$ cat src/rtl/vga_mem_pkg.sv
// vga_mem_pkg: shared types and default widths for the VGA/CPU framebuffer RAM arbiter
package vga_mem_pkg;
    localparam int ADDR_W_DEF = 16;
    localparam int DATA_W_DEF = 16;
    typedef enum logic [1:0] {
        TAG_NONE,
        TAG_VGA_RD,
        TAG_CPU_RD,
        TAG_CPU_WR
    } tag_e;
endpackage

$ cat src/rtl/vga_arb_starve_ctr.sv
// vga_arb_starve_ctr: counts cycles an eligible CPU request loses to VGA and flags a forced CPU grant
//   clk_i, reset_i (async, active-high)
//   cpu_req_i  : CPU request level
//   cpu_busy_i : CPU ack cycle in progress (request not eligible)
//   vga_win_i  : VGA granted this cycle
//   cpu_gnt_i  : CPU granted this cycle
//   force_cpu_o: counter reached MAX_WAIT, CPU must win this cycle
module vga_arb_starve_ctr #(
    parameter int MAX_WAIT = 8
) (
    input  logic clk_i,
    input  logic reset_i,
    input  logic cpu_req_i,
    input  logic cpu_busy_i,
    input  logic vga_win_i,
    input  logic cpu_gnt_i,
    output logic force_cpu_o
);
    localparam int CW = $clog2(MAX_WAIT + 1);
    localparam logic [CW-1:0] LIMIT = CW'(MAX_WAIT);
    logic [CW-1:0] cnt_q, cnt_d;
    always_comb begin
        cnt_d = (!cpu_req_i || cpu_gnt_i) ? '0 :
                (vga_win_i && !cpu_busy_i && cnt_q != LIMIT) ? cnt_q + 1'b1 : cnt_q;
    end
    always_ff @(posedge clk_i or posedge reset_i) begin
        if (reset_i) cnt_q <= '0;
        else         cnt_q <= cnt_d;
    end
    assign force_cpu_o = (cnt_q == LIMIT);
endmodule

$ cat src/rtl/vga_mem_arbiter.sv
// vga_mem_arbiter: single-port RAM arbiter, VGA fetch has priority over CPU load/store
//   clk_i, reset_i (async, active-high)
//   vga_*  : VGA read request/address in, grant/rvalid/rdata out
//   cpu_*  : CPU request/we/address/wdata in, ack/rdata out
//   mem_*  : RAM enable/we/address/wdata out, rdata in (1-cycle read latency)
//   Optional macro VGA_ARB_STARVE_GUARD_EN adds MAX_WAIT starvation guard for the CPU.
module vga_mem_arbiter
    import vga_mem_pkg::*;
#(
    parameter int ADDR_W = ADDR_W_DEF,
`ifdef VGA_ARB_STARVE_GUARD_EN
    parameter int MAX_WAIT = 8,
`endif
    parameter int DATA_W = DATA_W_DEF
) (
    input  logic              clk_i,
    input  logic              reset_i,
    input  logic              vga_req_i,
    input  logic [ADDR_W-1:0] vga_addr_i,
    output logic              vga_gnt_o,
    output logic              vga_rvalid_o,
    output logic [DATA_W-1:0] vga_rdata_o,
    input  logic              cpu_req_i,
    input  logic              cpu_we_i,
    input  logic [ADDR_W-1:0] cpu_addr_i,
    input  logic [DATA_W-1:0] cpu_wdata_i,
    output logic              cpu_ack_o,
    output logic [DATA_W-1:0] cpu_rdata_o,
    output logic              mem_en_o,
    output logic              mem_we_o,
    output logic [ADDR_W-1:0] mem_addr_o,
    output logic [DATA_W-1:0] mem_wdata_o,
    input  logic [DATA_W-1:0] mem_rdata_i
);
    tag_e tag_q, tag_d;
    logic cpu_busy, cpu_ok, force_cpu, gnt_vga, gnt_cpu;
    // A CPU tag means the held request is in its ack cycle and must not be re-granted
    assign cpu_busy = (tag_q == TAG_CPU_RD) || (tag_q == TAG_CPU_WR);
    assign cpu_ok   = cpu_req_i && !cpu_busy;
`ifdef VGA_ARB_STARVE_GUARD_EN
    logic force_raw;
    vga_arb_starve_ctr #(.MAX_WAIT(MAX_WAIT)) u_starve (
        .clk_i      (clk_i),
        .reset_i    (reset_i),
        .cpu_req_i  (cpu_req_i),
        .cpu_busy_i (cpu_busy),
        .vga_win_i  (gnt_vga),
        .cpu_gnt_i  (gnt_cpu),
        .force_cpu_o(force_raw)
    );
    assign force_cpu = force_raw && cpu_ok;
`else
    assign force_cpu = 1'b0;
`endif
    always_comb begin
        gnt_vga     = !reset_i && vga_req_i && !force_cpu;
        gnt_cpu     = !reset_i && cpu_ok && (!vga_req_i || force_cpu);
        mem_en_o    = gnt_vga || gnt_cpu;
        mem_we_o    = gnt_cpu && cpu_we_i;
        mem_addr_o  = gnt_vga ? vga_addr_i : gnt_cpu ? cpu_addr_i : '0;
        mem_wdata_o = gnt_cpu ? cpu_wdata_i : '0;
        tag_d       = gnt_vga ? TAG_VGA_RD :
                      gnt_cpu ? (cpu_we_i ? TAG_CPU_WR : TAG_CPU_RD) : TAG_NONE;
    end
    always_ff @(posedge clk_i or posedge reset_i) begin
        if (reset_i) tag_q <= TAG_NONE;
        else         tag_q <= tag_d;
    end
    assign vga_gnt_o    = gnt_vga;
    assign vga_rvalid_o = (tag_q == TAG_VGA_RD);
    assign cpu_ack_o    = cpu_busy;
    assign vga_rdata_o  = mem_rdata_i;
    assign cpu_rdata_o  = mem_rdata_i;
endmodule
$ cat config.mk
export PLATFORM = sky130hd
export DESIGN_NAME = vga_mem_arbiter
export DESIGN_NICKNAME = d
export VERILOG_FILES = /design/src/rtl/vga_mem_pkg.sv /design/src/rtl/vga_arb_starve_ctr.sv /design/src/rtl/vga_mem_arbiter.sv
export SDC_FILE = /design/constraint.sdc
export NUM_CORES = 1
export LEC_CHECK = 0
export ABC_AREA = 1
export ABC_CLOCK_PERIOD_IN_PS = 1850
export CORE_ASPECT_RATIO = 1.1
export CORE_UTILIZATION = 21
export CTS_CLUSTER_DIAMETER = 200
export DETAILED_ROUTE_END_ITERATION = 6
export GPL_TIMING_DRIVEN = 0
export PLACE_DENSITY = 0.87
export SYNTH_ARGS = -nofsm -noshare
export SYNTH_HDL_FRONTEND = slang
export SYNTH_SLANG_ARGS = --single-unit
$ cat constraint.sdc
create_clock -name clk_i -period 1.85 [get_ports clk_i]
set_clock_uncertainty 0.15 [all_clocks]
set_input_delay 0.555 -clock clk_i [delete_from_list [all_inputs] [get_ports clk_i]]
set_output_delay 0.555 -clock clk_i [all_outputs]
set_load 0.02 [all_outputs]
### Word level (Yosys, flattened, before mapping)

Cells that the tools add are included.

* logic and storage cells: 20
* output and inout port bits: 69
* input port bits: 69
* flip-flop bits (word level): 2

* reductions and logical operators: 10
* mux-type cells: 6
* eq/ne operators: 3

Operators with widths (number)
* $mux 16: 3
* $logic_and 1x1->1: 5
* $eq 2x2->1 const B: 2
* $mux 2: 2
* $logic_not 1->1: 3
* $eq 2x1->1 const B: 1
* $logic_or 1x1->1: 2
* $mux 1: 1

### Longest topological paths before layout

Gate-level depths: netlist of the first run.

* depth in word-level cells: 8
* depth in mapped cells: 6
* gate-level depth less buffers: 5

### Worst setup path before layout of the first run

No wires, ideal clock.

* path kind: input to output
* start point: input port cpu_req_i
* end point: output port mem_en_o
* stages: 5
* required time: 1.145 ns
* path buffers: 1
* arrival: 1.211 ns
* slack: -0.066 ns
* cell sequence: inv_1 > nor2_4 > nand2_4 > buf_8 > nand2_1

* cells in the longest elaborated chain, start to end: 4

Ends and longest elaborated chain
* start, declared: line vga_mem_arbiter.sv:23 `input logic cpu_req_i,`
* $logic_and 1x1->1: line vga_mem_arbiter.sv:39 `assign cpu_ok = cpu_req_i && !cpu_busy;`
* $logic_and 1x1->1 (2 in a row): line vga_mem_arbiter.sv:57 `gnt_cpu = !reset_i && cpu_ok && (!vga_req_i || force_cpu);`
* $logic_or 1x1->1: line vga_mem_arbiter.sv:58 `mem_en_o = gnt_vga || gnt_cpu;`
* end, declared: line vga_mem_arbiter.sv:29 `output logic mem_en_o,`

Every way passes these cells.

### Worst setup path after layout of the first run

* start point: input port vga_req_i
* end point: output port mem_addr_o[1]

* cells in the longest elaborated chain, start to end: 4
* elaborated cells on any way between the ends: 5
* classes of those cells: mux (2); reduce/logical (3)

Ends and longest elaborated chain
* start, declared: line vga_mem_arbiter.sv:18 `input logic vga_req_i,`
* $logic_not 1->1: line vga_mem_arbiter.sv:57
* $logic_and 1x1->1: line vga_mem_arbiter.sv:57
* $mux 16: line vga_mem_arbiter.sv:60 `mem_addr_o = gnt_vga ? vga_addr_i : gnt_cpu ? cpu_addr_i : '0;`
* $mux 16 *: line vga_mem_arbiter.sv:60
* end, declared: line vga_mem_arbiter.sv:31 `output logic [ADDR_W-1:0] mem_addr_o,`

Mark *: on every way between the ends. The rest lies on a longest branch, timed or not.

==> flow_results.xml, run 1 <==
<?xml version="1.0" encoding="UTF-8"?>
<metrics>
  <group name="run_status">
    <metric name="run_status" unit="">finished, violations left</metric>
    <metric name="violations" unit="">setup timing</metric>
  </group>
  <group name="layout">
    <metric name="n_fill_cell" unit="">286</metric>
    <metric name="largest_register_ff_count" unit="">2</metric>
    <metric name="regMostFlops" unit="">tag_q</metric>
    <metric name="multiInputGateArea" unit="sq um">593</metric>
    <metric name="layout.area.seq" unit="sq um">50.0</metric>
    <metric name="antenna-diode-count" unit="">0</metric>
    <metric name="top_regs" unit="">tag_q: 2 flops</metric>
    <metric name="nNetsFinal" unit="">348</metric>
    <metric name="final_cell_area" unit="sq um">2550</metric>
    <metric name="area_growth" unit="%">223</metric>
    <metric name="layout_cell_share_with_drive_strength_beyond_1" unit="">0.574</metric>
  </group>
  <group name="cts">
    <metric name="cts_hold_buf" unit="">0</metric>
    <metric name="cts-root-buf" unit="">sky130_fd_sc_hd__clkbuf_8</metric>
    <metric name="numCtsBuffers" unit="">3</metric>
    <metric name="cts.clk_slew.worst_paths" unit="ns">0.03</metric>
    <metric name="cts_tree" unit="">yes</metric>
    <metric name="cts_max_level" unit="">1</metric>
    <metric name="clk-insertion-delay-late" unit="ns">0.22</metric>
    <metric name="clock_path_buffers" unit="">2</metric>
    <metric name="clkSinkCount" unit="">2</metric>
  </group>
  <group name="critical_path">
    <metric name="worst_ep_arrival_time" unit="ns">1.36</metric>
    <metric name="critPathCaptureType" unit="">primary output</metric>
    <metric name="critical_path_required" unit="ns">1.14</metric>
    <metric name="cp_slowest_cell" unit="">sky130_fd_sc_hd__nor2_4</metric>
    <metric name="critical-path-max-stage-delay" unit="ns">0.16</metric>
    <metric name="crit_chain" unit="">buf_8 &gt; nor2_4 &gt; buf_6 &gt; buf_8 &gt; nand3_2 &gt; nand2_2 &gt; buf_6</metric>
    <metric name="crit_path_start_kind" unit="">primary input</metric>
    <metric name="path_max_fanout" unit="">4</metric>
    <metric name="setup.worst_path.class" unit="">in -&gt; out</metric>
  </group>
  <group name="pwr">
    <metric name="power.sequential.fraction" unit="">0.060</metric>
    <metric name="power.share.switching" unit="">0.379</metric>
    <metric name="clock_power_frac" unit="">0.228</metric>
    <metric name="vdd.ir_drop.worst" unit="V">0.000207</metric>
    <metric name="p_leak" unit="nW">1.28</metric>
    <metric name="powerDensity" unit="nW/um^2">314</metric>
    <metric name="p_sw" unit="uW">303</metric>
    <metric name="combPwrFrac" unit="">0.713</metric>
    <metric name="cellInternalPower" unit="uW">497</metric>
  </group>
  <group name="global_routing">
    <metric name="grt_pass1_wl" unit="microns">5800</metric>
    <metric name="overflow" unit="">0</metric>
    <metric name="grt_pass1_vias" unit="">1279</metric>
    <metric name="grt_start_max_net_pins" unit="">7</metric>
    <metric name="grt_antenna_before_repair" unit="">0</metric>
    <metric name="track_usage" unit="">0.196</metric>
  </group>
  <group name="synth">
    <metric name="yosys-mux-area-fraction" unit="">0</metric>
    <metric name="synth_seq_area_share" unit="">0.0633</metric>
    <metric name="syn_avg_cell_area" unit="sq um">5.95</metric>
    <metric name="number_of_register_bits_inferred_by_synthesis" unit="">2</metric>
    <metric name="synthesized_netlist_cell_count" unit="">133</metric>
    <metric name="synth_compound_area_frac" unit="">0</metric>
    <metric name="post_synthesis_xor_xnor_area_fraction" unit="">0</metric>
    <metric name="synth-adder-area-share" unit="">0</metric>
    <metric name="syn_nets" unit="">202</metric>
    <metric name="synth.cell_area" unit="sq um">791</metric>
    <metric name="yosysWarningCount" unit="">0</metric>
    <metric name="synth_simple_gate_area_share" unit="">0.476</metric>
    <metric name="dominant_combinational_cell_family_by_area_after_synthesis" unit="">simple AND/OR/NAND/NOR gates</metric>
    <metric name="synth.lib_cells_used.distinct" unit="">12</metric>
  </group>
  <group name="flow_run">
    <metric name="cap_violations" unit="">0</metric>
  </group>
  <group name="routing">
    <metric name="antenna_violating_nets_remaining" unit="">0</metric>
    <metric name="first_iter_violations" unit="">30</metric>
    <metric name="route.detailed.drc" unit="">0</metric>
    <metric name="route.detailed.vias_per_inst" unit="">4.08</metric>
    <metric name="totalWireLength" unit="microns">4160</metric>
    <metric name="dr.pass1.iters" unit="">4</metric>
    <metric name="routed_length_per_instance" unit="microns">12.7</metric>
    <metric name="vias_post_dr" unit="">1335</metric>
  </group>
  <group name="sta">
    <metric name="relSlewSlack" unit="">0.836</metric>
    <metric name="setup_viol" unit="">34</metric>
    <metric name="max_slew.worst_pin.slew" unit="ns">0.247</metric>
    <metric name="timing.fmax" unit="MHz">484</metric>
    <metric name="finalHoldViolCount" unit="">0</metric>
    <metric name="post-route-period-util" unit="">1.12</metric>
    <metric name="rsz0062_at_grt" unit="">true</metric>
    <metric name="hold-worst-slack" unit="ns">0.0352</metric>
    <metric name="tns" unit="ns">-5.97</metric>
    <metric name="finalWorstPathRequiredPeriod" unit="ns">2.07</metric>
    <metric name="report.final.slew_viol_count" unit="">0</metric>
    <metric name="smallest_setup_slack_after_layout" unit="ns">-0.217</metric>
  </group>
  <group name="placement">
    <metric name="detailedPlace.worstSlack" unit="ns">-1.27</metric>
    <metric name="numPortBuffers" unit="">121</metric>
    <metric name="gpl.final_weighted_congestion" unit="">0.668</metric>
    <metric name="placed_cell_area" unit="sq um">2120</metric>
    <metric name="detailedPlacementHpwl" unit="microns">2670</metric>
  </group>
  <group name="floorplan">
    <metric name="rows" unit="">23</metric>
    <metric name="die_h" unit="microns">66.4</metric>
    <metric name="core_area" unit="sq um">3630</metric>
    <metric name="io_pins" unit="">138</metric>
    <metric name="design.die.area" unit="sq um">4020</metric>
    <metric name="start_util" unit="">0.218</metric>
    <metric name="die_width" unit="microns">60.5</metric>
  </group>
  <group name="min_path">
    <metric name="worstHoldPathType" unit="">in -&gt; async</metric>
  </group>
</metrics>
==> routing by layer <==
| layer | track usage | vias up | share of wire |
|---|---|---|---|
| met5 | 0 | - | 0 |
| met4 | 0.0597 | 0 | 0.013 |
| met3 | 0.0685 | 5 | 0.11 |
| met2 | 0.382 | 82 | 0.56 |
| met1 | 0.184 | 597 | 0.31 |
| li1 | - | 651 | - |
==> final timing paths <==
kind	start	endpoint	cells after the start	slack, ns
min in group clk_i	vga_req_i	tag_q[0]	4	0.61
hold / removal	reset_i	tag_q[1]	2	0.04
setup / recovery	vga_req_i	mem_addr_o[1]	7	-0.22
hold reg to reg	tag_q[1]	tag_q[1]	4	0.67
max in group asynchronous	reset_i	tag_q[0]	2	1.41
setup reg to reg	tag_q[1]	tag_q[0]	7	0.40
==> power by group through the flow <==
| stage | Sequential [mW] | Clock [mW] | Combinational, mW |
|---|---|---|---|
| 2_1_floorplan | 0.0480 | 0 | 0.233 |
| 3_3_place_gp | 0.0482 | 0 | 0.489 |
| 3_5_place_dp | 0.0484 | 0 | 0.496 |
| 4_1_cts | 0.0480 | 0.177 | 0.547 |
| 5_1_grt | 0.0480 | 0.188 | 0.604 |
| 6_report | 0.0476 | 0.182 | 0.570 |
==> Yosys cell counts <==
master	n	share of area
sky130_fd_sc_hd__buf_8	1	0.019
sky130_fd_sc_hd__inv_1	19	0.090
sky130_fd_sc_hd__dfrtp_1	2	0.063
sky130_fd_sc_hd__clkbuf_1	1	0.0047
sky130_fd_sc_hd__nor2_1	9	0.043
sky130_fd_sc_hd__nand2_2	1	0.0079
sky130_fd_sc_hd__inv_2	3	0.014
sky130_fd_sc_hd__nand2_4	1	0.014
sky130_fd_sc_hd__nor2_4	10	0.14
sky130_fd_sc_hd__nand2_1	34	0.16
sky130_fd_sc_hd__buf_4	35	0.33
sky130_fd_sc_hd__nand3_1	17	0.11
==> timing repair <==
item                                    in CTS  in global routing
resized for setup                          311                 24
endpoints found under the setup margin      69                 35
cloned                                       6                  0
pin swaps                                   28                 19
setup buffers                               11                  3
==> kinds of logic (layout without fill, tap and decap cells) <==
group,Yosys count,in the layout
flops,2,2
buf+inv,59,202
simple gates,72,73
==> area by class of cell <==
| type | count | share of cell area |
|---|---|---|
| repair buffers | 139 | 0.549 |
| multi-input cells | 73 | 0.232 |
| plain buffers | 37 | 0.118 |
| inverters | 22 | 0.0373 |
| well taps | 50 | 0.0245 |
| flip-flops and latches | 2 | 0.0196 |
| clock buffers | 3 | 0.0162 |
| repair inverters | 1 | 0.00294 |
==> metrics by stage <==
stage / total power, mW / std cells / utilization
2_1_floorplan: 0.281 / 133 / -
3_3_place_gp: 0.537 / 304 / 0.584
3_5_place_dp: 0.545 / 304 / 0.584
4_1_cts: 0.772 / 324 / 0.677
5_1_grt: 0.840 / 327 / 0.704
6_report: 0.800 / 327 / 0.704
==> worst max-delay path, delay by kind of cell <==
family | cells | cell delay [ns]
buf+inv | 4 | 0.48
simple gates | 3 | 0.32
==> cell usage in the layout, fill, tap and decap left out <==
cell type                         netlist  final
sky130_fd_sc_hd__buf_6                  0     44
sky130_fd_sc_hd__clkdlybuf4s50_1        0     43
sky130_fd_sc_hd__buf_4                 35     41
sky130_fd_sc_hd__dlygate4sd2_1          0     38
sky130_fd_sc_hd__nand2_1               34     17
sky130_fd_sc_hd__nor2_4                10     16
sky130_fd_sc_hd__nand2_2                1     16
sky130_fd_sc_hd__inv_1                 19     14
sky130_fd_sc_hd__nand3_2                0     14
sky130_fd_sc_hd__inv_2                  3      5
sky130_fd_sc_hd__buf_8                  1      5
sky130_fd_sc_hd__nand2_4                1      4
sky130_fd_sc_hd__nor2_1                 9      3
sky130_fd_sc_hd__nand3_4                0      3
sky130_fd_sc_hd__clkbuf_8               0      3
sky130_fd_sc_hd__inv_6                  0      2
sky130_fd_sc_hd__clkbuf_2               0      2
sky130_fd_sc_hd__dfrtp_1                2      2
sky130_fd_sc_hd__clkbuf_1               1      1
sky130_fd_sc_hd__buf_12                 0      1
sky130_fd_sc_hd__inv_4                  0      1
sky130_fd_sc_hd__clkinvlp_4             0      1
sky130_fd_sc_hd__buf_16                 0      1
Note: power is estimated with default switching activity, not from simulation.
==> run 2: changes to the inputs <==
--- a/config.mk
+++ b/config.mk
@@ -8,6 +8,7 @@
 export ABC_AREA = 1
 export ABC_CLOCK_PERIOD_IN_PS = 1850
 export CORE_ASPECT_RATIO = 1.1
+export CORE_MARGIN = 5
 export CORE_UTILIZATION = 21
 export CTS_CLUSTER_DIAMETER = 200
 export DETAILED_ROUTE_END_ITERATION = 6
==> flow_results.xml, run 2 (synthesis results as in run 1) <==
<?xml version="1.0" encoding="UTF-8"?>
<metrics>
  <group name="routing">
    <metric name="route.detailed.drc" unit="">0</metric>
    <metric name="route.detailed.vias_per_inst" unit="">4.07</metric>
    <metric name="routed_length_per_instance" unit="microns">13.4</metric>
    <metric name="totalWireLength" unit="microns">4400</metric>
    <metric name="vias_post_dr" unit="">1332</metric>
    <metric name="antenna_violating_nets_remaining" unit="">0</metric>
    <metric name="first_iter_violations" unit="">13</metric>
    <metric name="dr.pass1.iters" unit="">2</metric>
  </group>
  <group name="placement">
    <metric name="gpl.final_weighted_congestion" unit="">0.704</metric>
    <metric name="placed_cell_area" unit="sq um">2120</metric>
    <metric name="numPortBuffers" unit="">121</metric>
    <metric name="detailedPlacementHpwl" unit="microns">3170</metric>
    <metric name="detailedPlace.worstSlack" unit="ns">-1.28</metric>
  </group>
  <group name="critical_path">
    <metric name="critical_path_required" unit="ns">1.14</metric>
    <metric name="setup.worst_path.class" unit="">in -&gt; out</metric>
    <metric name="path_max_fanout" unit="">5</metric>
    <metric name="critical-path-max-stage-delay" unit="ns">0.14</metric>
    <metric name="critPathCaptureType" unit="">primary output</metric>
    <metric name="worst_ep_arrival_time" unit="ns">1.41</metric>
    <metric name="cp_slowest_cell" unit="">sky130_fd_sc_hd__buf_6</metric>
    <metric name="crit_path_start_kind" unit="">primary input</metric>
    <metric name="crit_chain" unit="">buf_8 &gt; inv_6 &gt; nor2_4 &gt; buf_6 &gt; buf_12 &gt; buf_8 &gt; nand3_2 &gt; nand2_2 &gt; buf_6</metric>
  </group>
  <group name="sta">
    <metric name="timing.fmax" unit="MHz">473</metric>
    <metric name="max_slew.worst_pin.slew" unit="ns">0.223</metric>
    <metric name="report.final.slew_viol_count" unit="">0</metric>
    <metric name="tns" unit="ns">-6.88</metric>
    <metric name="post-route-period-util" unit="">1.14</metric>
    <metric name="setup_viol" unit="">35</metric>
    <metric name="smallest_setup_slack_after_layout" unit="ns">-0.265</metric>
    <metric name="finalWorstPathRequiredPeriod" unit="ns">2.12</metric>
    <metric name="relSlewSlack" unit="">0.852</metric>
    <metric name="finalHoldViolCount" unit="">0</metric>
    <metric name="rsz0062_at_grt" unit="">true</metric>
  </group>
  <group name="pwr">
    <metric name="p_leak" unit="nW">1.31</metric>
    <metric name="powerDensity" unit="nW/um^2">309</metric>
    <metric name="vdd.ir_drop.worst" unit="V">0.000311</metric>
  </group>
  <group name="cts">
    <metric name="cts_max_level" unit="">1</metric>
    <metric name="cts_hold_buf" unit="">0</metric>
    <metric name="cts_tree" unit="">yes</metric>
    <metric name="clkSinkCount" unit="">2</metric>
    <metric name="clk-insertion-delay-late" unit="ns">0.21</metric>
    <metric name="cts.clk_slew.worst_paths" unit="ns">0.03</metric>
    <metric name="clock_path_buffers" unit="">2</metric>
    <metric name="numCtsBuffers" unit="">3</metric>
    <metric name="cts-root-buf" unit="">sky130_fd_sc_hd__clkbuf_8</metric>
  </group>
  <group name="layout">
    <metric name="highest_count_cells_in_the_layout_ignoring_fill_and_taps" unit="">sky130_fd_sc_hd__clkdlybuf4s50_1, sky130_fd_sc_hd__buf_6, sky130_fd_sc_hd__buf_4, sky130_fd_sc_hd__dlygate4sd2_1, sky130_fd_sc_hd__nor2_4</metric>
    <metric name="area_growth" unit="%">238</metric>
    <metric name="largest_register_ff_count" unit="">2</metric>
    <metric name="antenna-diode-count" unit="">0</metric>
    <metric name="layout_cell_share_with_drive_strength_beyond_1" unit="">0.567</metric>
    <metric name="nNetsFinal" unit="">348</metric>
    <metric name="regMostFlops" unit="">tag_q</metric>
    <metric name="top_regs" unit="">tag_q: 2 flops</metric>
    <metric name="final_cell_area" unit="sq um">2670</metric>
    <metric name="layout_commonest_cell" unit="">sky130_fd_sc_hd__clkdlybuf4s50_1</metric>
  </group>
  <group name="global_routing">
    <metric name="grt_pass1_wl" unit="microns">6020</metric>
    <metric name="overflow" unit="">0</metric>
    <metric name="grt_start_max_net_pins" unit="">11</metric>
    <metric name="grt_pass1_vias" unit="">1413</metric>
    <metric name="track_usage" unit="">0.153</metric>
    <metric name="grt_antenna_before_repair" unit="">0</metric>
  </group>
  <group name="floorplan">
    <metric name="core_area" unit="sq um">3650</metric>
    <metric name="io_pins" unit="">138</metric>
    <metric name="rows" unit="">23</metric>
    <metric name="design.die.area" unit="sq um">5090</metric>
    <metric name="die_width" unit="microns">68.5</metric>
    <metric name="die_h" unit="microns">74.4</metric>
    <metric name="start_util" unit="">0.216</metric>
  </group>
  <group name="flow_run">
    <metric name="cap_violations" unit="">0</metric>
  </group>
  <group name="min_path">
    <metric name="worstHoldPathType" unit="">in -&gt; async</metric>
  </group>
  <group name="run_status">
    <metric name="run_status" unit="">finished, violations left</metric>
    <metric name="violations" unit="">setup timing</metric>
  </group>
</metrics>
==> run 2: changes by cell type in the layout (fill, tap and decap cells not counted), sizes merged <==
cell,previous run,this run
clkbuf,6,5
clkinvlp,1,0
clkdlybuf4s50,43,45
==> run 2: metal layers <==
metal  share of wire  global-route usage  vias to the layer above
met4           0.023              0.0552                        0
met5               0                   0                        -
met2            0.52               0.300                      100
li1                -                   -                      650
met1            0.29               0.141                      572
met3            0.16              0.0544                       10
==> run 2: per-stage QoR <==
stage                     total power [mW]  std cells  hold slack [ns]  utilization
after floorplan                      0.281        133            0.144            -
after global placement               0.541        304            0.523        0.579
after detailed placement             0.548        304            0.524        0.579
after CTS                            0.794        323           0.0493        0.693
after global routing                 0.865        327           0.0493        0.731
final                                0.825        327           0.0472        0.731
==> run 2: cell type report <==
class	instances	area, sq um
inverter	22	90.1
clock buffer	3	41.3
sequential	2	50.0
timing repair buffer	140	1480
buffer	37	305
fill	278	985
multi-input combinational	73	639
tap	50	62.6
==> run 2: final timing paths <==
path | start | endpoint | slack, ns | cells past startpoint
min in group clk_i | reset_i | tag_q[0] | 0.62 | 5
max | cpu_req_i | mem_addr_o[1] | -0.27 | 9
max reg2reg | tag_q[1] | tag_q[0] | 0.63 | 6
min reg2reg | tag_q[1] | tag_q[1] | 0.71 | 5
max in group asynchronous | reset_i | tag_q[0] | 1.39 | 2
min | reset_i | tag_q[1] | 0.05 | 2
==> run 2: power breakdown <==
group | switching [mW] | total (mW) | internal, mW
Sequential | 0.00137 | 0.0477 | 0.0464
Combinational | 0.266 | 0.599 | 0.333
Clock | 0.0397 | 0.178 | 0.138
Total | 0.307 | 0.825 | 0.518
==> run 2: repair_timing <==
item                                    CTS  global route
cloned                                    4             0
endpoints found under the hold margin     0             0
pin swaps                                27            28
buffers inserted                         12             4
resized for setup                       311            22
endpoints found under the setup margin   69            35
==> run 2: worst max-delay path: cells and delay by family <==
kind / cells / cell delay, ns
and+or+nand+nor: 3 / 0.26
buffers and inverters: 6 / 0.60
